[src/rtl/dmem_pkg.sv]
// dmem_pkg: shared dmem widths, arbiter state encoding and starvation default
package dmem_pkg;
  localparam int DMEM_ADDR_W = 12;
  localparam int DMEM_DATA_W = 32;
  localparam int DMEM_STARVE_LIMIT = 8;
  localparam logic [1:0] IDLE = 2'd0;
  localparam logic [1:0] WAIT = 2'd1;
  localparam logic [1:0] RESP = 2'd2;
endpackage

[src/rtl/dmem_arbiter.sv]
// dmem_arbiter: shares single-port dmem between cpu (priority) and one peripheral with a starvation-forced slot
module dmem_arbiter
  import dmem_pkg::*;
#(
  parameter int ADDR_W = DMEM_ADDR_W,
  parameter int DATA_W = DMEM_DATA_W,
  parameter int STARVE_LIMIT = DMEM_STARVE_LIMIT
) (
  input  logic              clock,
  input  logic              reset,
  input  logic              cpu_req,
  input  logic [ADDR_W-1:0] cpu_addr,
  input  logic [DATA_W-1:0] cpu_d,
  input  logic              cpu_wren,
  output logic [DATA_W-1:0] cpu_q,
  output logic              cpu_stall,
  input  logic              per_req,
  input  logic [ADDR_W-1:0] per_addr,
  input  logic [DATA_W-1:0] per_d,
  input  logic              per_wren,
  output logic              per_grant,
  output logic [DATA_W-1:0] per_q,
  output logic              per_valid,
  output logic [ADDR_W-1:0] mem_addr,
  output logic [DATA_W-1:0] mem_d,
  output logic              mem_wren,
  input  logic [DATA_W-1:0] mem_q
);
  localparam int CW = $clog2(STARVE_LIMIT + 1);
  localparam logic [CW-1:0] LIMIT = CW'(STARVE_LIMIT);
  logic [1:0] state_q, state_d;
  logic [CW-1:0] cnt_q, cnt_d;
  logic [DATA_W-1:0] rdata_q, rdata_d;
  logic grant;
  always_ff @(posedge clock) begin
    if (reset) begin
      state_q <= IDLE;
      cnt_q <= '0;
      rdata_q <= '0;
    end else begin
      state_q <= state_d;
      cnt_q <= cnt_d;
      rdata_q <= rdata_d;
    end
  end
  // reset masks the grant so no peripheral write slips through during reset
  always_comb begin
    grant = !reset && state_q != RESP && per_req && (!cpu_req || cnt_q == LIMIT);
    state_d = grant ? RESP : (state_q == RESP || !per_req) ? IDLE : WAIT;
    cnt_d = (grant || !per_req || state_q == RESP) ? '0 : (cnt_q == LIMIT) ? cnt_q : cnt_q + 1'b1;
    rdata_d = grant ? mem_q : rdata_q;
  end
  always_comb begin
    per_grant = grant;
    cpu_stall = grant && cpu_req;
    mem_addr = grant ? per_addr : cpu_addr;
    mem_d = grant ? per_d : cpu_d;
    mem_wren = grant ? per_wren : (cpu_wren && cpu_req && !reset);
    per_valid = state_q == RESP && !reset;
    per_q = rdata_q;
    cpu_q = mem_q;
  end
endmodule

[config.mk]
export PLATFORM = sky130hd
export DESIGN_NAME = dmem_arbiter
export DESIGN_NICKNAME = d
export VERILOG_FILES = /design/src/rtl/dmem_pkg.sv /design/src/rtl/dmem_arbiter.sv
export SDC_FILE = /design/constraint.sdc
export NUM_CORES = 1
export LEC_CHECK = 0
export CAP_MARGIN = 30
export CORE_AREA = 2 2 93 95
export DETAILED_ROUTE_END_ITERATION = 8
export DIE_AREA = 0 0 95 97
export GPL_ROUTABILITY_DRIVEN = 0
export PLACE_DENSITY = 0.78
export SETUP_SLACK_MARGIN = 0.3
export SYNTH_ARGS = -nofsm -noshare
export SYNTH_HDL_FRONTEND = slang
export SYNTH_SLANG_ARGS = --single-unit
[constraint.sdc]
create_clock -name clock -period 4.8 [get_ports clock]
set_input_delay 1.2 -clock clock [delete_from_list [all_inputs] [get_ports clock]]
set_output_delay 1.2 -clock clock [all_outputs]
set_load 0.05 [all_outputs]
---- After elaboration in Yosys (flattened, before gate mapping) ----
Index checks and enable logic that the tools add are counted.
word-level totals
  bits in registers ....................... 38
  output and inout port bits .............. 112
  bits of input ports ..................... 126
cells by class
  muxes and demuxes ....................... 5
  equality and inequality tests ........... 3
  reductions and logical operators ........ 16
  $add $sub $neg .......................... 1
operators with widths
  operator                                     count
  2-to-1 mux 32 bit                            1
  2-to-1 mux 12 bit                            1
  logical AND 1 bit                            7
  adder 4 x 1 -> 4 bit, second input constant  1
  equality test 4 bit, second input constant   1
  logical OR 1 bit                             4
  OR reduction 2 bit                           2
  logical NOT 1 bit                            3
  equality test 2 bit, second input constant   1
  2-to-1 mux 1 bit                             2
  2-to-1 mux 2 bit                             1
  != test 2 bit, second input constant         1

---- Longest topological paths before layout ----
  word-level depth ........................ 7
  depth in mapped cells ................... 7

---- Worst setup path after synthesis ----
OpenSTA, ideal clock, no wires.
  path kind ............................... input-to-output
  start ................................... in reset
  end ..................................... out mem_d[18]
  stages .................................. 5
  buffers on the path ..................... 2
  setup slack ............................. 0.986 ns
  data arrival time ....................... 2.614 ns
  data required time ...................... 3.600 ns
  cell sequence ........................... nand2b_1 -> a211oi_2 -> buf_4 -> buf_6 -> mux2_1
between the ends
  word-level cells in the longest chain between the ends .. 5
RTL lines
  what                             RTL line            source
  start, declared                  dmem_arbiter.sv:10  input logic reset,
  logical NOT 1 bit                dmem_arbiter.sv:48  grant = !reset && state_q != RESP && per_req && (!cpu_req || cnt_q == LIMIT);
  logical AND 1 bit (3 in series)  dmem_arbiter.sv:48
  via per_grant                    dmem_arbiter.sv:21  output logic per_grant,
  2-to-1 mux 32 bit                dmem_arbiter.sv:57  mem_d = grant ? per_d : cpu_d;
  end, declared                    dmem_arbiter.sv:25  output logic [DATA_W-1:0] mem_d,
The timed path passes the listed nets, and every way through them passes these cells.

---- Final worst setup path ----
  start ................................... in reset
  end ..................................... out mem_d[29]
between the ends
  word-level cells in the longest chain between the ends .. 5
RTL lines
  what                             RTL line
  logical NOT 1 bit                dmem_arbiter.sv:48
  logical AND 1 bit (3 in series)  dmem_arbiter.sv:48
  2-to-1 mux 32 bit                dmem_arbiter.sv:57
Every way passes these cells.

==> reports/metrics.yaml <==
io_buffers: 237
cp_max_fo: 79
place_ws_ns: 0.5211
period_needed_ns: 4.259
intPower_mw: 0.6639
fill_cells: 704
htreeDepth: 2
criticalPathCategory: "in -> out"
synth_edf_count: 0
design_area_sq_um: 4551
fmax_mhz: 234.8
hold_buffers: 0
dr.pass1.iters: 4
ioPinCount: 238
grt_setup_unrepaired: "false"
synth_nets: 343
worst_slew_pin_slew_ns: 0.5393
area_growth_syn_to_layout_pct: 97.88
cts_sinks: 38
fin_nets: 546
die_area_sq_um: 9215
p_leak_nw: 1.797
antenna_left: 0
maxCapViolCount: 0
outcome: "complete, no violations"
relSlewSlack_pct: 63.93
power_density_nw_per_um2: 231.5
dp_hpwl_mm: 6.305
async_reset_ff_share_pct: 0
wl_per_cell_um: 14.59
final_cell_mix: "clkdlybuf4s50_1, mux2_2, buf_4"
drt_wl_total_mm: 7.644
cts_made_buffers: 5
pwr-share-comb_pct: 46.8
hold_viol: 0
first_global_vias: 2367
num_vias: 2226
grtUsageTotal_pct: 15.81
switching_share_pct: 36.98
min_path_type: "reg -> reg"
die_x_um: 95
clock_skew_ns: 0.003097
critPathArrivalTime_ns: 3.06
clock_power_share_pct: 21.1
syn_area_per_cell_sq_um: 10.70
synth_warnings: 0
overflow: 0
final-max-slew-violation-count: 0
postLayoutSetupSlackWorst_ns: 0.5408
initial_core_util_pct: 28.27
clk_pin_slew_ns: 0.07
clockBufferDepth: 2
synth_area_sq_um: 2300
vdd_ir_drop_max_v: 0.0001624
cp-end-kind: "primary output"
final_util_pct: 55.95
dp.cells: 516
worstSkewPairLatency_ns: 0.28
cts_root_buffer: "clkbuf_8"
cp_cell_sequence: "clkdlybuf4s50_1, nand2b_1, a211oi_4, buf_12, mux2_2, buf_4"
cts_tree: "yes"
synth_seq_cells: 38
layoutNonFillerInstCount: 524
slowest_stage: "clkdlybuf4s50_1"
ys_seq_area_share_pct: 33.08
holdWs_ns: 0.4957
coreArea_sq_um: 8134
p_switching_mw: 0.3895
setup_violations: 0
antennaDiodeCount: 0
cts_resized: 0
via_per_inst: 4.248
rows: 33
tns_ns: 0
post-route-period-util_pct: 88.73
postCtsSetupBuffers: 0
power_mw: 1.053
yosysUniqueCellTypes: 23
drt-initial-drc-count: 22
grt_pass1_wl_mm: 11.59
drc: 0
startpoint_type: "primary input"
critPathRequiredTime_ns: 3.60
drive_above_1_share_pct: 30.79
postSynthCellCount: 215
dpl-instance-area_sq_um: 4456
grt_max_degree: 80
p_seq_share_pct: 32.1
slowest_delay_ns: 0.41
antenna_found_initial: 0
synthFlopType: "dfxtp_1"
final_common_cell: "clkdlybuf4s50_1"
die_h_um: 97
[final timing paths]
path / from / to / slack [ns] / depth (start not counted)
max: reset / mem_d[29] / 0.54 / 6
min: cnt_q[0] / cnt_q[0] / 0.50 / 1
max reg2reg: cnt_q[0] / per_q[30] / 2.91 / 6
min reg2reg: cnt_q[0] / cnt_q[0] / 0.50 / 1
[cells in the mapped netlist (2+ instances only)]
cell type,instances,share of area (%)
mux2_2,69,34
dfxtp_1,38,33
buf_4,33,11
nor2b_1,33,9.0
mux2_1,7,3.4
buf_2,6,1.3
nor3_1,5,1.1
clkbuf_1,3,0.49
inv_1,3,0.49
nand2b_1,3,0.82
ha_1,2,1.1
nor2_1,2,0.33
[area by class of cell]
cell class                      count  area [sq um]  share of cell area, %
Tap cell                          105         131.4                  2.887
Clock buffer                        6         82.58                  1.815
Clock inverter                      2         12.51                 0.2750
Multi-Input combinational cell    131          1235                  27.14
Timing Repair Buffer              239          2317                  50.92
Inverter                            3         11.26                 0.2475
Sequential cell                    38         760.7                  16.72
[cell families (layout without fill, tap and decap cells)]
logic type               Yosys count  in the layout  share of synthesized area, %
XOR/XNOR                           2              2                        0.7618
AO/OA/AOI/OAI                      3              3                         1.251
buffers and inverters             46            250                         13.55
AND/OR/NAND/NOR                   48             48                         13.06
flip-flops                        38             38                         33.08
multiplexers                      76             76                         37.21
adder cells (fa/ha/maj)            2              2                         1.088
[worst max-delay path: cells and delay by family]
kind | cells | cell delay [ns]
simple gates | 1 | 0.21
buf+inv | 3 | 0.99
compound gates | 1 | 0.22
mux | 1 | 0.41
[power by group through the flow]
stage,logic [mW],clock network (mW),registers (mW)
after floorplan,0.244,0,0.398
after global placement,0.493,0,0.345
after detailed placement,0.496,0,0.345
after CTS,0.497,0.235,0.338
after global routing,0.513,0.251,0.340
final,0.493,0.222,0.338
[registers in the layout (all words and copies together) (netlist names)]
register and count:
per_q 32, state_q 2, cnt_q 4
[layer usage]
metal / vias up / GRT usage [%] / routed length [um]
met1: 1016 / 17.04 / 2799
met2: 95 / 29.51 / 4184
met3: 8 / 4.595 / 578
met5: - / 0 / 0
met4: 0 / 4.013 / 82
li1: 1107 / - / -
Note: power is estimated with default switching activity, not from simulation.
